## src/rtl/alu_cmd_sequencer_if.sv

```systemverilog
// Command, response and ALU-drive bundle for alu_cmd_sequencer.
// The sequencer takes the slave view; the command/response agent takes the master view.
interface alu_cmd_sequencer_if #(
    parameter int DW = 16,
    parameter int AW = 3
);
    logic          cmd_valid;
    logic          cmd_ready;
    logic [2:0]    cmd_op;
    logic [AW-1:0] cmd_ra;
    logic [AW-1:0] cmd_rb;
    logic [AW-1:0] cmd_rd;
    logic [DW-1:0] cmd_imm;
    logic [DW-1:0] alu_din1;
    logic [DW-1:0] alu_din2;
    logic [2:0]    alu_ms;
    logic [DW-1:0] alu_result;
    logic          rsp_valid;
    logic          rsp_ready;
    logic [DW-1:0] rsp_data;
    logic          rsp_err;

    modport slave (
        input  cmd_valid, cmd_op, cmd_ra, cmd_rb, cmd_rd, cmd_imm, alu_result, rsp_ready,
        output cmd_ready, alu_din1, alu_din2, alu_ms, rsp_valid, rsp_data, rsp_err
    );

    modport master (
        output cmd_valid, cmd_op, cmd_ra, cmd_rb, cmd_rd, cmd_imm, alu_result, rsp_ready,
        input  cmd_ready, alu_din1, alu_din2, alu_ms, rsp_valid, rsp_data, rsp_err
    );
endinterface

```

## src/rtl/alu_cmd_sequencer.sv

```systemverilog
// Register-file command sequencer driving a combinational 16-bit ALU for one cycle per op,
// with divide/modulo-by-zero trapped before the ALU is ever asked.
module alu_cmd_sequencer #(
    parameter int DW   = 16,
    parameter int NREG = 8,
    parameter int AW   = $clog2(NREG)
) (
    input  logic                  clk,
    input  logic                  rst_n,
    alu_cmd_sequencer_if.slave    bus,
    output logic [7:0]            err_cnt
);
    typedef enum logic [1:0] {IDLE, EXEC, RESP} state_t;

    state_t        state, state_nx;
    logic [DW-1:0] rf [NREG];
    logic [AW-1:0] rd_q;

    logic          accept;
    logic [DW-1:0] opa, opb;
    logic          is_load, zero_div;

    assign accept   = bus.cmd_valid & bus.cmd_ready;
    assign opa      = rf[bus.cmd_ra];
    assign opb      = rf[bus.cmd_rb];
    assign is_load  = (bus.cmd_op == 3'b000);
    assign zero_div = ((bus.cmd_op == 3'b100) || (bus.cmd_op == 3'b110)) && (opb == '0);

    assign bus.cmd_ready = (state == IDLE);
    assign bus.rsp_valid = (state == RESP);

    always_ff @(posedge clk or negedge rst_n) begin
        if (!rst_n) state <= IDLE;
        else        state <= state_nx;
    end

    always_comb begin
        state_nx = state;
        case (state)
            IDLE:    if (accept) state_nx = (is_load || zero_div) ? RESP : EXEC;
            EXEC:    state_nx = RESP;
            RESP:    if (bus.rsp_ready) state_nx = IDLE;
            default: state_nx = IDLE;
        endcase
    end

    // Trapped div/mod never reach the ALU: alu_ms only ever carries ops that go through EXEC.
    always_ff @(posedge clk or negedge rst_n) begin
        if (!rst_n) begin
            for (int i = 0; i < NREG; i++) rf[i] <= '0;
            rd_q         <= '0;
            bus.alu_din1 <= '0;
            bus.alu_din2 <= '0;
            bus.alu_ms   <= '0;
            bus.rsp_data <= '0;
            bus.rsp_err  <= 1'b0;
            err_cnt      <= '0;
        end else begin
            case (state)
                IDLE: if (accept) begin
                    rd_q <= bus.cmd_rd;
                    if (is_load) begin
                        rf[bus.cmd_rd] <= bus.cmd_imm;
                        bus.rsp_data   <= bus.cmd_imm;
                        bus.rsp_err    <= 1'b0;
                    end else if (zero_div) begin
                        bus.rsp_data <= '1;
                        bus.rsp_err  <= 1'b1;
                        if (err_cnt != 8'hFF) err_cnt <= err_cnt + 8'd1;
                    end else begin
                        bus.alu_din1 <= opa;
                        bus.alu_din2 <= opb;
                        bus.alu_ms   <= bus.cmd_op;
                    end
                end
                EXEC: begin
                    rf[rd_q]     <= bus.alu_result;
                    bus.rsp_data <= bus.alu_result;
                    bus.rsp_err  <= 1'b0;
                    bus.alu_ms   <= 3'b000;
                end
                RESP: if (bus.rsp_ready) bus.rsp_err <= 1'b0;
                default: ;
            endcase
        end
    end
endmodule

```

## src/flat_wrapper.sv

```systemverilog
// flat-port wrapper written by rule: the top's interface ports become plain ports
module alu_cmd_sequencer_flat 
#(
    parameter int DW   = 16,
    parameter int NREG = 8,
    parameter int AW   = $clog2(NREG)
)
  (clk, rst_n, err_cnt, bus_cmd_valid, bus_cmd_op, bus_cmd_ra, bus_cmd_rb, bus_cmd_rd, bus_cmd_imm, bus_alu_result, bus_rsp_ready, bus_cmd_ready, bus_alu_din1, bus_alu_din2, bus_alu_ms, bus_rsp_valid, bus_rsp_data, bus_rsp_err);
  alu_cmd_sequencer_if #(.DW(DW), .AW(AW)) bus_i ();
  input  logic clk;
  input  logic rst_n;
  output logic [7:0] err_cnt;
  input wire logic [$bits(bus_i.cmd_valid)-1:0] bus_cmd_valid;
  input wire logic [$bits(bus_i.cmd_op)-1:0] bus_cmd_op;
  input wire logic [$bits(bus_i.cmd_ra)-1:0] bus_cmd_ra;
  input wire logic [$bits(bus_i.cmd_rb)-1:0] bus_cmd_rb;
  input wire logic [$bits(bus_i.cmd_rd)-1:0] bus_cmd_rd;
  input wire logic [$bits(bus_i.cmd_imm)-1:0] bus_cmd_imm;
  input wire logic [$bits(bus_i.alu_result)-1:0] bus_alu_result;
  input wire logic [$bits(bus_i.rsp_ready)-1:0] bus_rsp_ready;
  output wire logic [$bits(bus_i.cmd_ready)-1:0] bus_cmd_ready;
  output wire logic [$bits(bus_i.alu_din1)-1:0] bus_alu_din1;
  output wire logic [$bits(bus_i.alu_din2)-1:0] bus_alu_din2;
  output wire logic [$bits(bus_i.alu_ms)-1:0] bus_alu_ms;
  output wire logic [$bits(bus_i.rsp_valid)-1:0] bus_rsp_valid;
  output wire logic [$bits(bus_i.rsp_data)-1:0] bus_rsp_data;
  output wire logic [$bits(bus_i.rsp_err)-1:0] bus_rsp_err;
  assign bus_i.cmd_valid = bus_cmd_valid;
  assign bus_i.cmd_op = bus_cmd_op;
  assign bus_i.cmd_ra = bus_cmd_ra;
  assign bus_i.cmd_rb = bus_cmd_rb;
  assign bus_i.cmd_rd = bus_cmd_rd;
  assign bus_i.cmd_imm = bus_cmd_imm;
  assign bus_i.alu_result = bus_alu_result;
  assign bus_i.rsp_ready = bus_rsp_ready;
  assign bus_cmd_ready = bus_i.cmd_ready;
  assign bus_alu_din1 = bus_i.alu_din1;
  assign bus_alu_din2 = bus_i.alu_din2;
  assign bus_alu_ms = bus_i.alu_ms;
  assign bus_rsp_valid = bus_i.rsp_valid;
  assign bus_rsp_data = bus_i.rsp_data;
  assign bus_rsp_err = bus_i.rsp_err;
  alu_cmd_sequencer #(.DW(DW), .NREG(NREG), .AW(AW)) u_core (.clk(clk), .rst_n(rst_n), .bus(bus_i), .err_cnt(err_cnt));
endmodule
```

## config.mk

```make
export PLATFORM = sky130hd
export DESIGN_NAME = alu_cmd_sequencer_flat
export DESIGN_NICKNAME = d
export VERILOG_FILES = /design/src/rtl/alu_cmd_sequencer_if.sv /design/src/rtl/alu_cmd_sequencer.sv /design/src/flat_wrapper.sv
export SDC_FILE = /design/constraint.sdc
export NUM_CORES = 1
export LEC_CHECK = 0
export ABC_CLOCK_PERIOD_IN_PS = 2900
export CORE_MARGIN = 4
export CORE_UTILIZATION = 52
export DETAILED_ROUTE_END_ITERATION = 16
export PLACE_DENSITY_LB_ADDON = 0.2
export SLEW_MARGIN = 0
export SYNTH_ARGS = -nofsm -noshare
export SYNTH_HDL_FRONTEND = slang
export SYNTH_SLANG_ARGS = --single-unit
export TNS_END_PERCENT = 100
```

## constraint.sdc

```tcl
create_clock -name clk -period 2.9 [get_ports clk]
set_clock_uncertainty 0.05 [all_clocks]
set_input_delay 0.58 -clock clk [delete_from_list [all_inputs] [get_ports clk]]
set_output_delay 0.58 -clock clk [all_outputs]
set_load 0.01 [all_outputs]
```

==> results of run 1 <==
[sequential cells by signal, summed over array words and instances (netlist names)]
signal and count:
u_core.bus.alu_ms 3, u_core.bus.rsp_data 16, u_core.bus.rsp_err 1, u_core.err_cnt 8, u_core.state 2, u_core.bus.alu_din1 16
u_core.rf 128, u_core.rd_q 3, u_core.bus.alu_din2 16
[per-layer routing]
| layer | track usage, % | vias to the layer above | share of wire, % |
|---|---|---|---|
| li1 | - | 4016 | - |
| met1 | 44.1 | 4576 | 41 |
| met2 | 43.5 | 633 | 43 |
| met3 | 8.09 | 92 | 13 |
| met4 | 10.5 | 0 | 3.0 |
| met5 | 0 | - | 0 |
[worst max path at each step]
stage	startpoint	to	slack, ps	cells after the start
after floorplan	bus_cmd_rb[1]	u_core.bus.alu_din1[10]$_DFFE_PN0P_	-70	10
after detailed placement	bus_cmd_rb[1]	u_core.err_cnt[6]$_DFFE_PN0P_	-940	11
after CTS	bus_cmd_rb[0]	u_core.bus.alu_din1[15]$_DFFE_PN0P_	6	12
after global placement	bus_cmd_rb[1]	u_core.err_cnt[1]$_DFFE_PN0P_	-870	10
final	bus_cmd_rb[0]	u_core.err_cnt[1]$_DFFE_PN0P_	50	11
after global routing	bus_cmd_rb[0]	u_core.err_cnt[1]$_DFFE_PN0P_	-2	11
[power breakdown]
group          internal, uW  total (uW)  switching, uW
registers              3610        4420            807
logic                  2710        5290           2580
clock network          1230        2320           1090
[through the flow]
stage | TNS, ps | instance area, um^2 | worst slack (ps) | std cells
floorplan | -1420 | 11000 | -73.8 | 978
global placement | -50710 | 12800 | -869 | 1351
detailed placement | -51330 | 12800 | -942 | 1351
CTS | 0 | 13600 | 6.03 | 1390
global route | -2.62 | 13700 | -1.67 | 1395
finish | 0 | 13700 | 50.0 | 1395
[cell families after synthesis]
logic type      Yosys count  synth area share, %
simple gates            223                 9.27
buf+inv                 102                 4.21
xor+xnor                  7                0.560
compound gates          315                 20.9
fa+ha+maj                 4                0.457
mux                     134                 20.4
flops                   193                 44.1
[final cells by class]
class	count	area, um^2
Clock buffer	19	443
Timing Repair Buffer	213	2130
Tap cell	270	338
Inverter	3	11.3
Fill cell	1624	6780
Multi-Input combinational cell	684	5840
Clock inverter	13	125
Sequential cell	193	4830
[placed cells by master (no fill, tap or decap), types with 4 or more instances in the layout]
| cell type | instances |
|---|---|
| a21oi_1 | 18 |
| a32oi_1 | 16 |
| and3_1 | 4 |
| buf_12 | 16 |
| buf_4 | 81 |
| buf_6 | 5 |
| clkbuf_16 | 17 |
| clkdlybuf4s50_1 | 104 |
| dfrtp_1 | 193 |
| inv_6 | 5 |
| mux2_2 | 24 |
| mux2_4 | 25 |
| mux2i_1 | 23 |
| mux4_1 | 5 |
| mux4_2 | 53 |
| nand2_1 | 124 |
| nand2b_1 | 18 |
| nand3_1 | 11 |
| nand3b_1 | 8 |
| nor2_1 | 27 |
| nor3_1 | 6 |
| o21a_1 | 49 |
| o21ai_0 | 82 |
| o221ai_1 | 48 |
| o22a_1 | 80 |
| o31ai_1 | 4 |
| xor2_1 | 6 |
[repair_timing]
action,CTS,global route
hold buffers,0,0
cloned,3,0
endpoints found under the setup margin,62,70
setup buffers,4,6
resized for setup,34,13
pin swaps,6,2
==> qor.yml, run 1 <==
run_status:
  status: "complete, no violations"
setup_path:
  cpMostUsedCell: "buf_6"
  path_cells: "clkdlybuf4s15_1 > buf_6 > mux4_2 > mux2_4 > or2_4 > a31o_4 > and4bb_4 > buf_6 > buf_6 > nand3_4 > mux2_4"
  critPathRequiredTime_ps: 3180
  r2r_cells: 9
  timing.rr.end: "u_core.err_cnt[1]$_DFFE_PN0P_"
  crit_path_end_kind: "register"
  crit_path_start_kind: "input port"
  cp.arrival_ps: 3130
  path_class: "input port to register"
  worst-path-buf-inv: 4
  crit_family: "multiplexers"
  regToRegStartpoint: "u_core.rf[83]$_DFFE_PN0P_"
  path_max_fanout: 4
  r2r_slack_ps: 100
  slowest_delay_ps: 550
  slowest_stage: "mux4_2"
layout:
  area_growth_syn_to_layout_pct: 25.3
  layout-drive-gt1-share_pct: 23.7
  fin_nets: 1164
  utilization_pct: 66.9
  num_antenna_cells: 0
sta:
  slew_violations: 0
  whs_ps: 38.3
  period_needed_ps: 2850
  post-route-period-util_pct: 98.3
  setup_viol: 0
  timing.fmax_mhz: 351
  tightest_slew_ps: 905
  relSlewSlack_pct: 39.5
  timing.final.hold_violations: 0
cts:
  cts-root-buf: "clkbuf_16"
  h-tree-depth: 4
  clk_latency_ps: 440
  cts_made_buffers: 17
  cts_buffer_depth: 2
  cts_tree: "done"
  cts.sinks: 193
  clk_pin_slew_ps: 80
pwr:
  power_per_cell_area_mw_per_mm2: 877
  cellLeakagePower_uw: 0.00557
  vdd_ir_drop_max_v: 0.000530
  power_uw: 12000
die:
  die_area_mm2: 0.0234
  io_pins: 110
  core_area_mm2: 0.0205
  initial_utilization_pct: 53.4
  dieWidth_um: 153
  num_rows: 52
  dieHeight_um: 153
place:
  hpwl_mm: 23.8
  gp_congestion: 0.900
  numPortBuffers: 109
run:
  maxCapViolations: 0
global_route:
  grt-ovfl-total: 0
  antenna_found_initial: 0
  gr-usage-all-layers_pct: 30.1
  grt_pass1_vias: 9237
  grt_max_degree: 61
  grt_pass1_wl_mm: 54.4
drt:
  detail_route.wl_per_cell_um: 25.2
  vias_per_cell: 6.68
  ant_nets: 0
  dr.first_iter.drc_count: 1127
  drt_wl_total_mm: 35.2
  drc_errors: 0
  vias: 9317
  drt_first_pass_iters: 5
logic_synthesis:
  synth_warnings: 0
  yosysMostFrequentCell: "dfrtp_1"
  netlist_area_mm2: 0.0109
  async_flop_share_pct: 100
  netlist.area_leader.share_pct: 44.1
  synthTopCellsByCount: "193 x dfrtp_1, 124 x nand2_1, 83 x o21ai_0, 80 x o22a_1, 66 x clkbuf_1"
  ys_seq_area_share_pct: 44.1
  synth_edf_count: 0
  syn_nets: 1030
  synthTopCellsByArea: "dfrtp_1 44%, mux4_2 9.9%, o22a_1 6.4%"
  synth-main-ff-cell: "dfrtp_1"
  synth_cell_type_count: 52
  syn_avg_cell_area_um2: 11.2
  ys_ff_latch: 193
  postSynthCellCount: 978
  synth_largest_area_cell: "dfrtp_1"
min_path:
  min_path_type: "input port to asynchronous set/reset pin"
Note: power is estimated with default switching activity, not from simulation.
==> inputs of run 2 (changes only) <==
--- a/config.mk
+++ b/config.mk
@@ -5,7 +5,7 @@
 export SDC_FILE = /design/constraint.sdc
 export NUM_CORES = 1
 export LEC_CHECK = 0
-export ABC_CLOCK_PERIOD_IN_PS = 2900
+export ABC_CLOCK_PERIOD_IN_PS = 3600
 export CORE_MARGIN = 4
 export CORE_UTILIZATION = 52
 export DETAILED_ROUTE_END_ITERATION = 16
==> constraint.sdc (replaced) <==
create_clock -name clk -period 3.6 [get_ports clk]
set_clock_uncertainty 0.05 [all_clocks]
set_input_delay 0.72 -clock clk [delete_from_list [all_inputs] [get_ports clk]]
set_output_delay 0.72 -clock clk [all_outputs]
set_load 0.01 [all_outputs]
==> run 2 against run 1 <==
Against the previous run:
- sequential power is 19% lower
- power shrank 21%
- sequential share of layout area rose by 1.2 points
- wire length down 3.0%
- critical path depth is the same
- via count shrank 2.2%
- flip-flop and latch count unchanged
- core utilization fell by 2.3 points
- worst hold slack improved by 150 ps
- global-route usage decreased by 0.87 points
- final cell count fell by 2.3%
- setup slack improved by 29 ps
- largest cell class unchanged
- highest routed layer is now met5
==> qor.yml, run 2 (synthesized netlist as in run 1, its figures left out) <==
layout:
  num_antenna_cells: 0
  fin_nets: 1132
  layout-drive-gt1-share_pct: 20.2
  fillers: 1668
  area_growth_syn_to_layout_pct: 21.1
  final_cell_mix: "193 x dfrtp_1, 124 x nand2_1, 106 x clkdlybuf4s50_1"
  largest_register_ffs: 128
  final_common_cell: "dfrtp_1"
  regMostFlops: "u_core.rf"
cts:
  cts-root-buf: "clkbuf_16"
  h-tree-depth: 4
  cts_setup_buffers: 0
  cts_tree: "done"
  clk_pin_slew_ps: 70
  clk_latency_ps: 450
  hold_buffers: 0
  cts_made_buffers: 17
  cts_buffer_depth: 2
  cts.sinks: 193
setup_path:
  slowest_delay_ps: 510
  crit_path_start_kind: "input port"
  worst-path-buf-inv: 4
  critPathRequiredTime_ps: 3880
  path_class: "input port to register"
  crit_family: "multiplexers"
  cp.arrival_ps: 3800
  slowest_stage: "clkdlybuf4s50_1"
  crit_path_end_kind: "register"
  path_max_fanout: 10
  path_cells: "clkdlybuf4s50_1 > buf_12 > buf_12 > mux4_2 > mux2_2 > or2_2 > a31o_2 > and4bb_4 > buf_4 > nand3_1 > mux2_2"
die:
  dieHeight_um: 153
  die_area_mm2: 0.0234
  num_rows: 52
  initial_utilization_pct: 53.4
  io_pins: 110
  dieWidth_um: 153
  core_area_mm2: 0.0205
place:
  numPortBuffers: 109
  pre_cts_ws_ps: -408
  hpwl_mm: 22.9
  gp_congestion: 0.870
pwr:
  vdd_ir_drop_max_v: 0.000384
  cellLeakagePower_uw: 0.00536
  power_per_cell_area_mw_per_mm2: 714
sta:
  fin_setup_tns_ps: 0
  relSlewSlack_pct: 37.6
  setup_ws_ps: 78.6
  period_needed_ps: 3520
  tightest_slew_ps: 937
  setup_viol: 0
  slew_violations: 0
  timing.final.hold_violations: 0
  timing.fmax_mhz: 284
  post-route-period-util_pct: 97.8
  rsz0062_at_grt: "true"
drt:
  ant_nets: 0
  detail_route.wl_per_cell_um: 25.0
  drt_wl_total_mm: 34.1
  drt_first_pass_iters: 5
  vias_per_cell: 6.69
  drc_errors: 0
  dr.first_iter.drc_count: 1029
  vias: 9113
global_route:
  grt_pass1_vias: 9156
  grt_max_degree: 85
  grt_pass1_wl_mm: 53.5
  antenna_found_initial: 1
  gr-usage-all-layers_pct: 29.2
  grt-ovfl-total: 0
run:
  maxCapViolations: 0
run_status:
  status: "complete, no violations"
min_path:
  min_path_type: "input port to asynchronous set/reset pin"
==> run 2: worst register-to-register path, delay by kind of cell (launching register included) <==
| family | cells | cell delay [ps] |
|---|---|---|
| mux | 3 | 1160 |
| simple gates | 3 | 810 |
| flops | 1 | 430 |
| compound gates | 1 | 230 |
| buf+inv | 1 | 160 |
==> run 2: layer usage <==
| metal | part of all wire [%] | vias up | GRT usage, % |
|---|---|---|---|
| li1 | - | 3955 | - |
| met1 | 43 | 4506 | 42.9 |
| met3 | 10 | 89 | 6.50 |
| met2 | 44 | 561 | 43.4 |
| met5 | 0.021 | - | 0 |
| met4 | 2.7 | 2 | 9.67 |
==> run 2: repair_timing <==
| action | 4_1_cts | 5_1_grt |
|---|---|---|
| endpoints found under the setup margin | 0 | 45 |
| endpoints found under the hold margin | 0 | 0 |
| resized for setup | 0 | 5 |
==> run 2: layout make-up <==
cell class	count	area (um^2)	share of cell area (%)
Clock buffer	18	439	3.31
Clock inverter	14	168	1.26
Inverter	3	11.3	0.0850
Multi-Input combinational cell	684	5710	43.0
Sequential cell	193	4830	36.4
Tap cell	270	338	2.55
Timing Repair Buffer	181	1760	13.3
==> run 2: per-stage QoR <==
stage	instances	hold slack (ps)	util, %	cell area, um^2	power (uW)
after floorplan	978	374	-	10900	5760
after global placement	1330	426	61.6	12600	7290
after detailed placement	1330	437	61.6	12600	7390
after CTS	1362	218	64.5	13200	9390
after global routing	1363	230	64.7	13300	9920
final	1363	188	64.7	13300	9460
==> run 2: path summary, 6_finish.rpt <==
path                                                from  slack (ps)                                 end  depth (start not counted)
max in group asynchronous                          rst_n        2350  u_core.bus.alu_din2[2]$_DFFE_PN0P_                          2
max reg2reg                    u_core.rf[83]$_DFFE_PN0P_         640       u_core.err_cnt[1]$_DFFE_PN0P_                          8
min                                                rst_n         190       u_core.err_cnt[6]$_DFFE_PN0P_                          1
max                                        bus_cmd_rb[1]          80       u_core.err_cnt[1]$_DFFE_PN0P_                         11
min reg2reg                u_core.err_cnt[7]$_DFFE_PN0P_         440       u_core.err_cnt[7]$_DFFE_PN0P_                          1
min in group clk           u_core.err_cnt[7]$_DFFE_PN0P_         440       u_core.err_cnt[7]$_DFFE_PN0P_                          1
==> run 2: power breakdown <==
part / total, uW / leakage, uW / switching [uW] / internal [uW]
Sequential: 3580 / 0.00250 / 666 / 2910
Combinational: 3900 / 0.00257 / 1910 / 1990
Clock: 1990 / 0.000292 / 924 / 1070
